### config.mk
export PLATFORM = sky130hd
export DESIGN_NAME = otter_decode_ctrl_flat
export DESIGN_NICKNAME = d
export VERILOG_FILES = /design/src/rtl/otter_decode_ctrl.sv /design/src/rtl/otter_decode_ctrl_if.sv /design/src/flat_wrapper.sv
export SDC_FILE = /design/constraint.sdc
export NUM_CORES = 1
export LEC_CHECK = 0
export CORE_MARGIN = 1
export CORE_UTILIZATION = 46
export CTS_CLUSTER_SIZE = 20
export DETAILED_ROUTE_END_ITERATION = 12
export GPL_TIMING_DRIVEN = 0
export HOLD_SLACK_MARGIN = 0.05
export PLACE_DENSITY = 0.76
export SETUP_SLACK_MARGIN = 0.5
export SYNTH_ARGS = -nofsm -noshare
export SYNTH_HDL_FRONTEND = slang
export SYNTH_SLANG_ARGS = --single-unit
### constraint.sdc
create_clock -name i_clk -period 3.3 [get_ports i_clk]
set_input_delay 0.66 -clock i_clk [delete_from_list [all_inputs] [get_ports i_clk]]
set_output_delay 0.66 -clock i_clk [all_outputs]
set_load 0.005 [all_outputs]
### src/rtl/otter_decode_ctrl.sv
// Decode sequencer: classifies fetched opcodes, generates immediates and
// queues results in a 2-entry skid buffer toward execute.
package otter_decode_pkg;
   typedef enum logic [2:0] {
      IMM_GEN_SEL_I_TYPE = 3'd0,
      IMM_GEN_SEL_S_TYPE = 3'd1,
      IMM_GEN_SEL_BRANCH = 3'd2,
      IMM_GEN_SEL_UPPER  = 3'd3,
      IMM_GEN_SEL_JUMP   = 3'd4
   } imm_sel_e;
endpackage

module otter_imm_gen #(
   parameter int unsigned XLEN = 32
) (
   input  logic [31:7]     ir_i,
   input  logic [2:0]      sel_i,
   output logic [XLEN-1:0] immed_o
);
   import otter_decode_pkg::*;

   always_comb begin
      immed_o = '0;
      unique case (sel_i)
         IMM_GEN_SEL_I_TYPE: immed_o = {{(XLEN-11){ir_i[31]}}, ir_i[30:20]};
         IMM_GEN_SEL_S_TYPE: immed_o = {{(XLEN-11){ir_i[31]}}, ir_i[30:25], ir_i[11:7]};
         IMM_GEN_SEL_BRANCH: immed_o = {{(XLEN-12){ir_i[31]}}, ir_i[7], ir_i[30:25],
                                        ir_i[11:8], 1'b0};
         IMM_GEN_SEL_UPPER:  immed_o = {{(XLEN-31){ir_i[31]}}, ir_i[30:12], 12'b0};
         IMM_GEN_SEL_JUMP:   immed_o = {{(XLEN-20){ir_i[31]}}, ir_i[19:12], ir_i[20],
                                        ir_i[30:21], 1'b0};
         default:            immed_o = '0;
      endcase
   end
endmodule

module otter_decode_ctrl #(
   parameter int unsigned XLEN            = 32,
   parameter bit          ILLEGAL_TRAP_EN = 1'b1
) (
   input logic                i_clk,
   input logic                i_rst,
   otter_decode_ctrl_if.slave bus
);
   import otter_decode_pkg::*;

   typedef struct packed {
      logic [XLEN-1:0] instrn;
      logic [XLEN-1:0] pc;
      logic [XLEN-1:0] immed;
      logic [2:0]      sel;
      logic            illegal;
   } entry_t;

   typedef enum logic [1:0] {
      S_EMPTY = 2'd0,
      S_ONE   = 2'd1,
      S_FULL  = 2'd2
   } state_e;

   state_e          state_q, state_d;
   logic            head_q, head_d;
   logic            tail_q, tail_d;
   entry_t          mem_q [2];

   logic [6:0]      opcode;
   imm_sel_e        dec_sel;
   logic            dec_zero_imm;
   logic            dec_illegal;
   logic [XLEN-1:0] gen_immed;
   entry_t          in_entry;
   entry_t          head_entry;
   logic            push, pop;

   assign opcode = bus.i_instrn[6:0];

   always_comb begin
      dec_sel      = IMM_GEN_SEL_I_TYPE;
      dec_zero_imm = 1'b0;
      dec_illegal  = 1'b0;
      unique case (opcode)
         7'b0110111, 7'b0010111: dec_sel = IMM_GEN_SEL_UPPER;
         7'b1101111:             dec_sel = IMM_GEN_SEL_JUMP;
         7'b1100111, 7'b0000011, 7'b0010011,
         7'b1110011, 7'b0001111: dec_sel = IMM_GEN_SEL_I_TYPE;
         7'b0100011:             dec_sel = IMM_GEN_SEL_S_TYPE;
         7'b1100011:             dec_sel = IMM_GEN_SEL_BRANCH;
         7'b0110011:             dec_zero_imm = 1'b1;
         default: begin
            dec_zero_imm = 1'b1;
            dec_illegal  = ILLEGAL_TRAP_EN;
         end
      endcase
   end

   otter_imm_gen #(
      .XLEN (XLEN)
   ) u_imm_gen (
      .ir_i    (bus.i_instrn[31:7]),
      .sel_i   (dec_sel),
      .immed_o (gen_immed)
   );

   always_comb begin
      in_entry.instrn  = bus.i_instrn;
      in_entry.pc      = bus.i_pc;
      in_entry.immed   = dec_zero_imm ? '0 : gen_immed;
      in_entry.sel     = dec_sel;
      in_entry.illegal = dec_illegal;
   end

   // Ready comes only from registered occupancy, never from i_ready.
   assign bus.o_ready = (state_q != S_FULL);
   assign bus.o_valid = (state_q != S_EMPTY);
   assign push        = bus.i_valid & bus.o_ready & ~bus.i_flush;
   assign pop         = bus.o_valid & bus.i_ready & ~bus.i_flush;

   always_comb begin
      state_d = state_q;
      head_d  = head_q ^ pop;
      tail_d  = tail_q ^ push;
      if (bus.i_flush) begin
         state_d = S_EMPTY;
         head_d  = 1'b0;
         tail_d  = 1'b0;
      end else begin
         unique case (state_q)
            S_EMPTY: if (push)         state_d = S_ONE;
            S_ONE:   if (push && !pop) state_d = S_FULL;
                     else if (!push && pop) state_d = S_EMPTY;
            S_FULL:  if (pop)          state_d = S_ONE;
            default:                   state_d = S_EMPTY;
         endcase
      end
   end

   always_ff @(posedge i_clk or posedge i_rst) begin
      if (i_rst) begin
         state_q <= S_EMPTY;
         head_q  <= 1'b0;
         tail_q  <= 1'b0;
      end else begin
         state_q <= state_d;
         head_q  <= head_d;
         tail_q  <= tail_d;
      end
   end

   always_ff @(posedge i_clk) begin
      if (push) mem_q[tail_q] <= in_entry;
   end

   // Storage is never cleared, so the head is masked to zero while empty.
   assign head_entry    = bus.o_valid ? mem_q[head_q] : '0;
   assign bus.o_instrn  = head_entry.instrn;
   assign bus.o_pc      = head_entry.pc;
   assign bus.o_immed   = head_entry.immed;
   assign bus.o_imm_sel = head_entry.sel;
   assign bus.o_illegal = head_entry.illegal;
endmodule

### src/rtl/otter_decode_ctrl_if.sv
// Fetch-to-execute handshake bundle for otter_decode_ctrl.
// The slave modport is the decoder; the master modport drives fetch and execute.
interface otter_decode_ctrl_if #(
   parameter int unsigned XLEN = 32
);
   logic            i_valid;
   logic            o_ready;
   logic [XLEN-1:0] i_instrn;
   logic [XLEN-1:0] i_pc;
   logic            i_flush;
   logic            o_valid;
   logic            i_ready;
   logic [XLEN-1:0] o_instrn;
   logic [XLEN-1:0] o_pc;
   logic [XLEN-1:0] o_immed;
   logic [2:0]      o_imm_sel;
   logic            o_illegal;

   modport slave (
      input  i_valid, i_instrn, i_pc, i_flush, i_ready,
      output o_ready, o_valid, o_instrn, o_pc, o_immed, o_imm_sel, o_illegal
   );

   modport master (
      output i_valid, i_instrn, i_pc, i_flush, i_ready,
      input  o_ready, o_valid, o_instrn, o_pc, o_immed, o_imm_sel, o_illegal
   );
endinterface

### src/flat_wrapper.sv
// flat-port wrapper written by rule: the top's interface ports become plain ports
module otter_decode_ctrl_flat import otter_decode_pkg::*;
#(
   parameter int unsigned XLEN            = 32,
   parameter bit          ILLEGAL_TRAP_EN = 1'b1
)
  (i_clk, i_rst, bus_i_valid, bus_i_instrn, bus_i_pc, bus_i_flush, bus_i_ready, bus_o_ready, bus_o_valid, bus_o_instrn, bus_o_pc, bus_o_immed, bus_o_imm_sel, bus_o_illegal);
  otter_decode_ctrl_if #(.XLEN(XLEN)) bus_i ();
  input logic i_clk;
  input logic i_rst;
  input wire logic [$bits(bus_i.i_valid)-1:0] bus_i_valid;
  input wire logic [$bits(bus_i.i_instrn)-1:0] bus_i_instrn;
  input wire logic [$bits(bus_i.i_pc)-1:0] bus_i_pc;
  input wire logic [$bits(bus_i.i_flush)-1:0] bus_i_flush;
  input wire logic [$bits(bus_i.i_ready)-1:0] bus_i_ready;
  output wire logic [$bits(bus_i.o_ready)-1:0] bus_o_ready;
  output wire logic [$bits(bus_i.o_valid)-1:0] bus_o_valid;
  output wire logic [$bits(bus_i.o_instrn)-1:0] bus_o_instrn;
  output wire logic [$bits(bus_i.o_pc)-1:0] bus_o_pc;
  output wire logic [$bits(bus_i.o_immed)-1:0] bus_o_immed;
  output wire logic [$bits(bus_i.o_imm_sel)-1:0] bus_o_imm_sel;
  output wire logic [$bits(bus_i.o_illegal)-1:0] bus_o_illegal;
  assign bus_i.i_valid = bus_i_valid;
  assign bus_i.i_instrn = bus_i_instrn;
  assign bus_i.i_pc = bus_i_pc;
  assign bus_i.i_flush = bus_i_flush;
  assign bus_i.i_ready = bus_i_ready;
  assign bus_o_ready = bus_i.o_ready;
  assign bus_o_valid = bus_i.o_valid;
  assign bus_o_instrn = bus_i.o_instrn;
  assign bus_o_pc = bus_i.o_pc;
  assign bus_o_immed = bus_i.o_immed;
  assign bus_o_imm_sel = bus_i.o_imm_sel;
  assign bus_o_illegal = bus_i.o_illegal;
  otter_decode_ctrl #(.XLEN(XLEN), .ILLEGAL_TRAP_EN(ILLEGAL_TRAP_EN)) u_core (.i_clk(i_clk), .i_rst(i_rst), .bus(bus_i));
endmodule
==> run metrics, run 1 <==
top cells by area, synth edfxtp_1 (71%), mux2i_1 (12%), nor2_1 (5.3%), a21oi_2 (2.5%), nand2_1 (1.4%); Top delay family on crit path buffers and inverters; diodes inserted 0; Post-DRT Antenna Nets 0; syn_nets 631; Leakage 0.00376 uW; area delta synth->final 33.5%; Worst Path Arrival 2.06 ns; CP Buf/Inv Count 3; total global routing overflow 0; final hold viol count 0; Die Area 0.0189 mm^2; cells along the critical path nor2_2, clkbuf_8, buf_4, nor2_1, clkdlybuf4s50_1; first-pass GRT wire length 27.1 mm; share of cells above drive strength 1 0.130; min cycle time layout 2.72 ns; Port Buffers 170; DR DRC count 0; Slew headroom 0.516; Die Y 137 um; FMAX 368 MHz; core area 0.0180 mm^2; Sequential cell area 0.00611 mm^2; PwrDens 515 mW/mm^2; Post-Place Cell Area 0.0105 mm^2; type of the worst min-delay path in2async; FILL cells 1328; final core utilization 0.626; Synth Cell Area 0.00843 mm^2; Max Buffers Root-to-Sink 3; TritonCTS buffer count 21; fin area 0.0113 mm^2; clock sink total 204; H-tree Lvls 1; Boundary Pins 171; Max Slew Vio Count 0; GP Congestion 0.793; Post-CTS Hold Fix Bufs 0; DRT iter0 DRCs 269; Req. time, crit path 2.64 ns; vias 5136; number of synthesized flops with an enable pin 200; Yosys top cell by area edfxtp_1; multi-input logic area 0.00216 mm^2; MaxCap Viol Count 0; synth unique cells 35; Main synth FF type edfxtp_1; Worst setup SP type register; Via density 5.15; Worst Reg-to-Reg Cells 5; VDD IR max 0.346 mV; largest fanout on the critical path 10; sequential fraction of the synthesis area 0.724; Chip Width 137 um; Avg Cell Area, Syn 15.1 um^2; GRT Overall Usage 0.189; Reg clk slew, reported paths 0.06 ns; Avg WL per Cell 17.8 um; Synth Register Bits 204; fin crit share 0.823; pin count of the biggest net entering global routing 54; Starting Density 0.469; Critical-path top delay cell clkdlybuf4s50_1; Worst-Margin Slew 0.726 ns; Setup violations, final 0; initial antenna violation count 0; post-DP HPWL 12.0 mm; WL final 17.8 mm; Setup TNS 0 ns; Setup CP Type reg2out; CTS tree done; outcome completed; share of the synthesized area in the top cell type 0.713; Pwr Total 5790 uW; post-synthesis async set-or-reset flop share 0.0196; CP peak stage delay 0.54 ns; RSZ-0062 raised after global routing true; clock insertion delay at the later pin of the skew report 0.49 ns; Worst Setup End Kind primary output; nets 828; Levels on crit path 5; number of global-route vias before repair 5310; clock root cell clkbuf_16; Post-Syn Instances 559; WHS 0.354 ns; clk_skew 0.00990 ns; Synth warnings 0; first-pass detailed-route iteration total 5; row cnt 49
-- registers in the layout, indices dropped and copies added, names as in the netlist --
| register | cells |
|---|---|
| u_core.mem_q | 200 |
| u_core.state_q | 2 |
| u_core.head_q | 1 |
| u_core.tail_q | 1 |
-- kinds of logic after synthesis --
| family | count (synthesis) | share of synthesized area |
|---|---|---|
| AO/OA/AOI/OAI | 35 | 0.0347 |
| XOR/XNOR | 1 | 0.00104 |
| adder cells (fa/ha/maj) | 3 | 0.00445 |
| buffers and inverters | 38 | 0.0242 |
| flip-flops | 204 | 0.724 |
| multiplexers | 102 | 0.121 |
| AND/OR/NAND/NOR | 176 | 0.0900 |
-- worst paths after layout --
kind | to | startpoint | slack [ns]
max in group asynchronous | u_core.head_q$_DFF_PP0_ | i_rst | 2.80
max | bus_o_immed[23] | u_core.state_q[0]$_DFFE_PP0P_ | 0.58
min in group i_clk | u_core.state_q[0]$_DFFE_PP0P_ | u_core.state_q[0]$_DFFE_PP0P_ | 0.64
min | u_core.state_q[1]$_DFFE_PP0P_ | i_rst | 0.35
max reg2reg | u_core.mem_q[0][21]$_DFFE_PP_ | u_core.state_q[1]$_DFFE_PP0P_ | 0.94
min reg2reg | u_core.state_q[0]$_DFFE_PP0P_ | u_core.state_q[0]$_DFFE_PP0P_ | 0.64
-- Yosys cell counts (all sizes together), types with 2 or more instances --
master,number
nor4b,2
mux2i,102
nand3,8
edfxtp,200
nand2,32
ha,3
nand3b,3
clkbuf,14
dfrtp,4
nand2b,3
inv,6
or2,2
buf,18
nor2,118
a21oi,29
-- through the flow --
step           std cells  setup WS, ns
5_1_grt              997         0.489
3_3_place_gp         958         -2.15
4_1_cts              996         0.501
3_5_place_dp         960         0.366
2_1_floorplan        559        -0.449
6_report             997         0.584
-- power breakdown --
group / leakage [uW] / internal (uW) / switching, uW / total (uW)
logic: 0.00154 / 387 / 341 / 728
clock network: 0.000294 / 1190 / 901 / 2090
registers: 0.00192 / 2950 / 23.8 / 2970
-- layout make-up --
type | count | share of cell area
clock buffer | 29 | 0.0503
buffer | 32 | 0.0276
clock inverter | 6 | 0.00278
timing repair buffer | 174 | 0.158
tap | 229 | 0.0255
inverter | 6 | 0.00200
sequential | 204 | 0.543
multi-input combinational | 317 | 0.192
-- metal layers --
layer  GRT usage  routed length, um
met1       0.236               7420
met2       0.328               8910
met3      0.0375               1060
met4      0.0629                392
met5           0                  0
-- layout by cell type (no fill, tap or decap), types with 7 or more instances in the layout --
cell	netlist	routed
nand3_1	8	8
buf_6	6	13
nand2_1	31	31
clkdlybuf4s50_1	0	169
a21oi_2	24	24
clkbuf_1	13	7
clkbuf_16	0	21
nor2_1	118	114
edfxtp_1	200	200
mux2i_1	102	101
-- repair_timing --
item,CTS,global route
buffers inserted,1,1
endpoints found under the setup margin,100,100
gates resized for setup,38,25
Power figures use the tool's default switching activity.
==> run 2: changes to the inputs <==
--- a/config.mk
+++ b/config.mk
@@ -6,12 +6,12 @@
 export NUM_CORES = 1
 export LEC_CHECK = 0
 export CORE_MARGIN = 1
-export CORE_UTILIZATION = 46
+export CORE_UTILIZATION = 51
 export CTS_CLUSTER_SIZE = 20
 export DETAILED_ROUTE_END_ITERATION = 12
 export GPL_TIMING_DRIVEN = 0
 export HOLD_SLACK_MARGIN = 0.05
-export PLACE_DENSITY = 0.76
+export PLACE_DENSITY = 0.79
 export SETUP_SLACK_MARGIN = 0.5
 export SYNTH_ARGS = -nofsm -noshare
 export SYNTH_HDL_FRONTEND = slang
==> constraint.sdc (replaced) <==
create_clock -name i_clk -period 2.55 [get_ports i_clk]
set_input_delay 0.51 -clock i_clk [delete_from_list [all_inputs] [get_ports i_clk]]
set_output_delay 0.51 -clock i_clk [all_outputs]
set_load 0.005 [all_outputs]
==> run 2 against run 1 <==
Worst setup slack worse by 0.43 ns; first-iteration DRC count up 59%; via count up 13%; critical path type unchanged; count of clock-buffer cells in the layout decreased by 2; largest cell class unchanged; non-clock buffer count is 89 higher; critical endpoint is now bus_o_pc[18]; final cell count grew 7.7%.
==> run metrics, run 2 (synthesized netlist as in run 1, its figures left out) <==
diodes inserted 0 (unchanged); fin area 0.0129 mm^2 (+14%); first-pass detailed-route iteration total 5 (unchanged); Post-Place Cell Area 0.0105 mm^2 (-0.15%); Boundary Pins 171 (unchanged); DRT iter0 DRCs 427 (+59%); initial antenna violation count 0 (unchanged); H-tree Lvls 1 (unchanged); post-DP HPWL 11.9 mm (-0.94%); Reg clk slew, reported paths 0.06 ns (about the same); pin count of the biggest net entering global routing 57 (+5.6%); first-pass GRT wire length 31.2 mm (+15%); FMAX 417 MHz; Top Registers u_core.mem_q: 200 flops, u_core.state_q: 2 flops; TritonCTS buffer count 22 (+4.8%); Critical-path top delay cell dfrtp_2; row cnt 46 (-6.1%); WHS 0.251 ns (-0.103 ns); Max Slew Vio Count 0 (unchanged); vias 5821 (+13%); GRT Overall Usage 0.247 (+0.0581); final hold viol count 0 (unchanged); Top reg by flops u_core.mem_q; Setup CP Type reg2out; Leakage 0.00477 uW (+27%); Port Buffers 170 (unchanged); PwrDens 651 mW/mm^2 (+26%); cells along the critical path clkbuf_16, buf_12, buf_12, buf_12, mux2i_1, nor2_1, buf_2; MaxCap Viol Count 0 (unchanged); Setup violations, final 0 (unchanged); DR DRC count 0 (unchanged); FILL cells 868 (-35%); Avg WL per Cell 21.2 um (+19%); Slew headroom 0.740 (+0.224); fin cells 1074 (+7.7%); Most common cell on crit path buf_12; Via density 5.42 (+5.2%); placed insts 947 (-1.4%); largest fanout on the critical path 5 (-5); CP Buf/Inv Count 5 (+2); clk_skew 0.00945 ns (-0.000448 ns); RSZ-0062 raised after global routing true; Post-DRT Antenna Nets 0 (unchanged); GP Congestion 0.796 (+0.37%); setup ws final 0.154 ns (-0.431 ns); Worst-Margin Slew 0.389 ns (-0.337 ns); clock insertion delay at the later pin of the skew report 0.50 ns (about the same); total global routing overflow 0 (unchanged); Die Y 131 um (-5.0%); Starting Density 0.527 (+0.0576); min cycle time layout 2.40 ns; CTS tree done; CP peak stage delay 0.44 ns (-0.10 ns); Chip Width 131 um (-5.0%); nets 918 (+11%); VDD IR max 0.637 mV (+84%); clock root cell clkbuf_16; core area 0.0160 mm^2 (-11%); most common cell after layout, fill and taps aside edfxtp_1; Worst Path Arrival 1.89 ns (-0.17 ns); share of cells above drive strength 1 0.425 (+0.295); Top delay family on crit path buffers and inverters; Die Area 0.0170 mm^2 (-9.7%); Worst setup SP type register; Largest register FFs 200 (unchanged); WL final 22.8 mm (+28%); Pwr Total 8380 uW (+45%); Req. time, crit path 2.04 ns (-0.60 ns); Setup WS pre-CTS -0.258 ns (-0.624 ns); Max Buffers Root-to-Sink 3 (unchanged); area delta synth->final 52.8%; number of global-route vias before repair 5847 (+10%); Worst Setup End Kind primary output; clock sink total 204 (unchanged); fin crit share 0.940; outcome completed; commonest non-fill, non-tap cells in the layout edfxtp_1 (200), buf_2 (81), nor2_1 (74); type of the worst min-delay path in2async
==> run 2: cell types whose count changed in the layout (fill, tap and decap cells not counted), moves of 15 or more <==
cell | previous run | this run
nor2_1 | 114 | 74
mux2i_1 | 101 | 70
nor2_2 | 4 | 23
clkbuf_16 | 21 | 37
buf_6 | 13 | 47
buf_12 | 1 | 18
buf_8 | 2 | 17
buf_2 | 4 | 81
clkdlybuf4s50_1 | 169 | 66
mux2i_4 | 0 | 19
nor2_4 | 0 | 21
==> run 2: cell type report <==
cell class,instances,area (um^2),share of cell area
clock buffers,27,591,0.0459
flip-flops and latches,204,6110,0.474
multi-input cells,317,2650,0.206
plain buffers,32,531,0.0412
clock inverters,9,95.1,0.00738
inverters,6,22.5,0.00175
well taps,216,270,0.0210
repair buffers,263,2620,0.203
==> run 2: worst reg2reg max path, cell delays in order, from the launching register on <==
cell and delay (ns):
dfrtp_1 0.41, buf_4 0.17, nand2b_1 0.12, and3b_1 0.34, ha_4 0.24, bufbuf_16 0.37
==> run 2: metal layers <==
| layer | GRT usage | wire length, um |
|---|---|---|
| met1 | 0.307 | 8870 |
| met2 | 0.436 | 11700 |
| met3 | 0.0509 | 1640 |
| met4 | 0.0751 | 586 |
| met5 | 0 | 0 |
==> run 2: final timing paths <==
path / startpoint / to / slack (ns) / cells after the start
hold / removal: i_rst / u_core.tail_q$_DFF_PP0_ / 0.25 / 2
setup / recovery: u_core.head_q$_DFF_PP0_ / bus_o_pc[18] / 0.15 / 7
min in group i_clk: bus_i_instrn[4] / u_core.mem_q[1][72]$_DFFE_PP_ / 0.44 / 1
hold reg to reg: u_core.tail_q$_DFF_PP0_ / u_core.tail_q$_DFF_PP0_ / 0.69 / 3
setup reg to reg: u_core.state_q[1]$_DFFE_PP0P_ / u_core.mem_q[0][68]$_DFFE_PP_ / 0.59 / 5
max in group asynchronous: i_rst / u_core.state_q[0]$_DFFE_PP0P_ / 2.12 / 2
==> run 2: timing repair <==
| item | 4_1_cts | 5_1_grt |
|---|---|---|
| gates resized for setup | 500 | 167 |
| setup endpoints to repair | 222 | 160 |
| hold buffers | 0 | 0 |
| gates cloned | 18 | 4 |
| pin swaps | 39 | 50 |
| setup buffers | 51 | 18 |
| endpoints found under the hold margin | 0 | 0 |
==> run 2: where the power goes <==
group          leakage [uW]  switching (uW)  internal (uW)  total [uW]
registers           0.00192            49.1           3810        3860
clock network      0.000337            1240           1830        3070
logic               0.00251             625            816        1440
==> run 2: stage by stage <==
step	util	TNS (ns)
2_1_floorplan	-	0
3_3_place_gp	0.650	-242.45
3_5_place_dp	0.655	-42.70
4_1_cts	0.762	0
5_1_grt	0.805	0
6_report	0.805	0
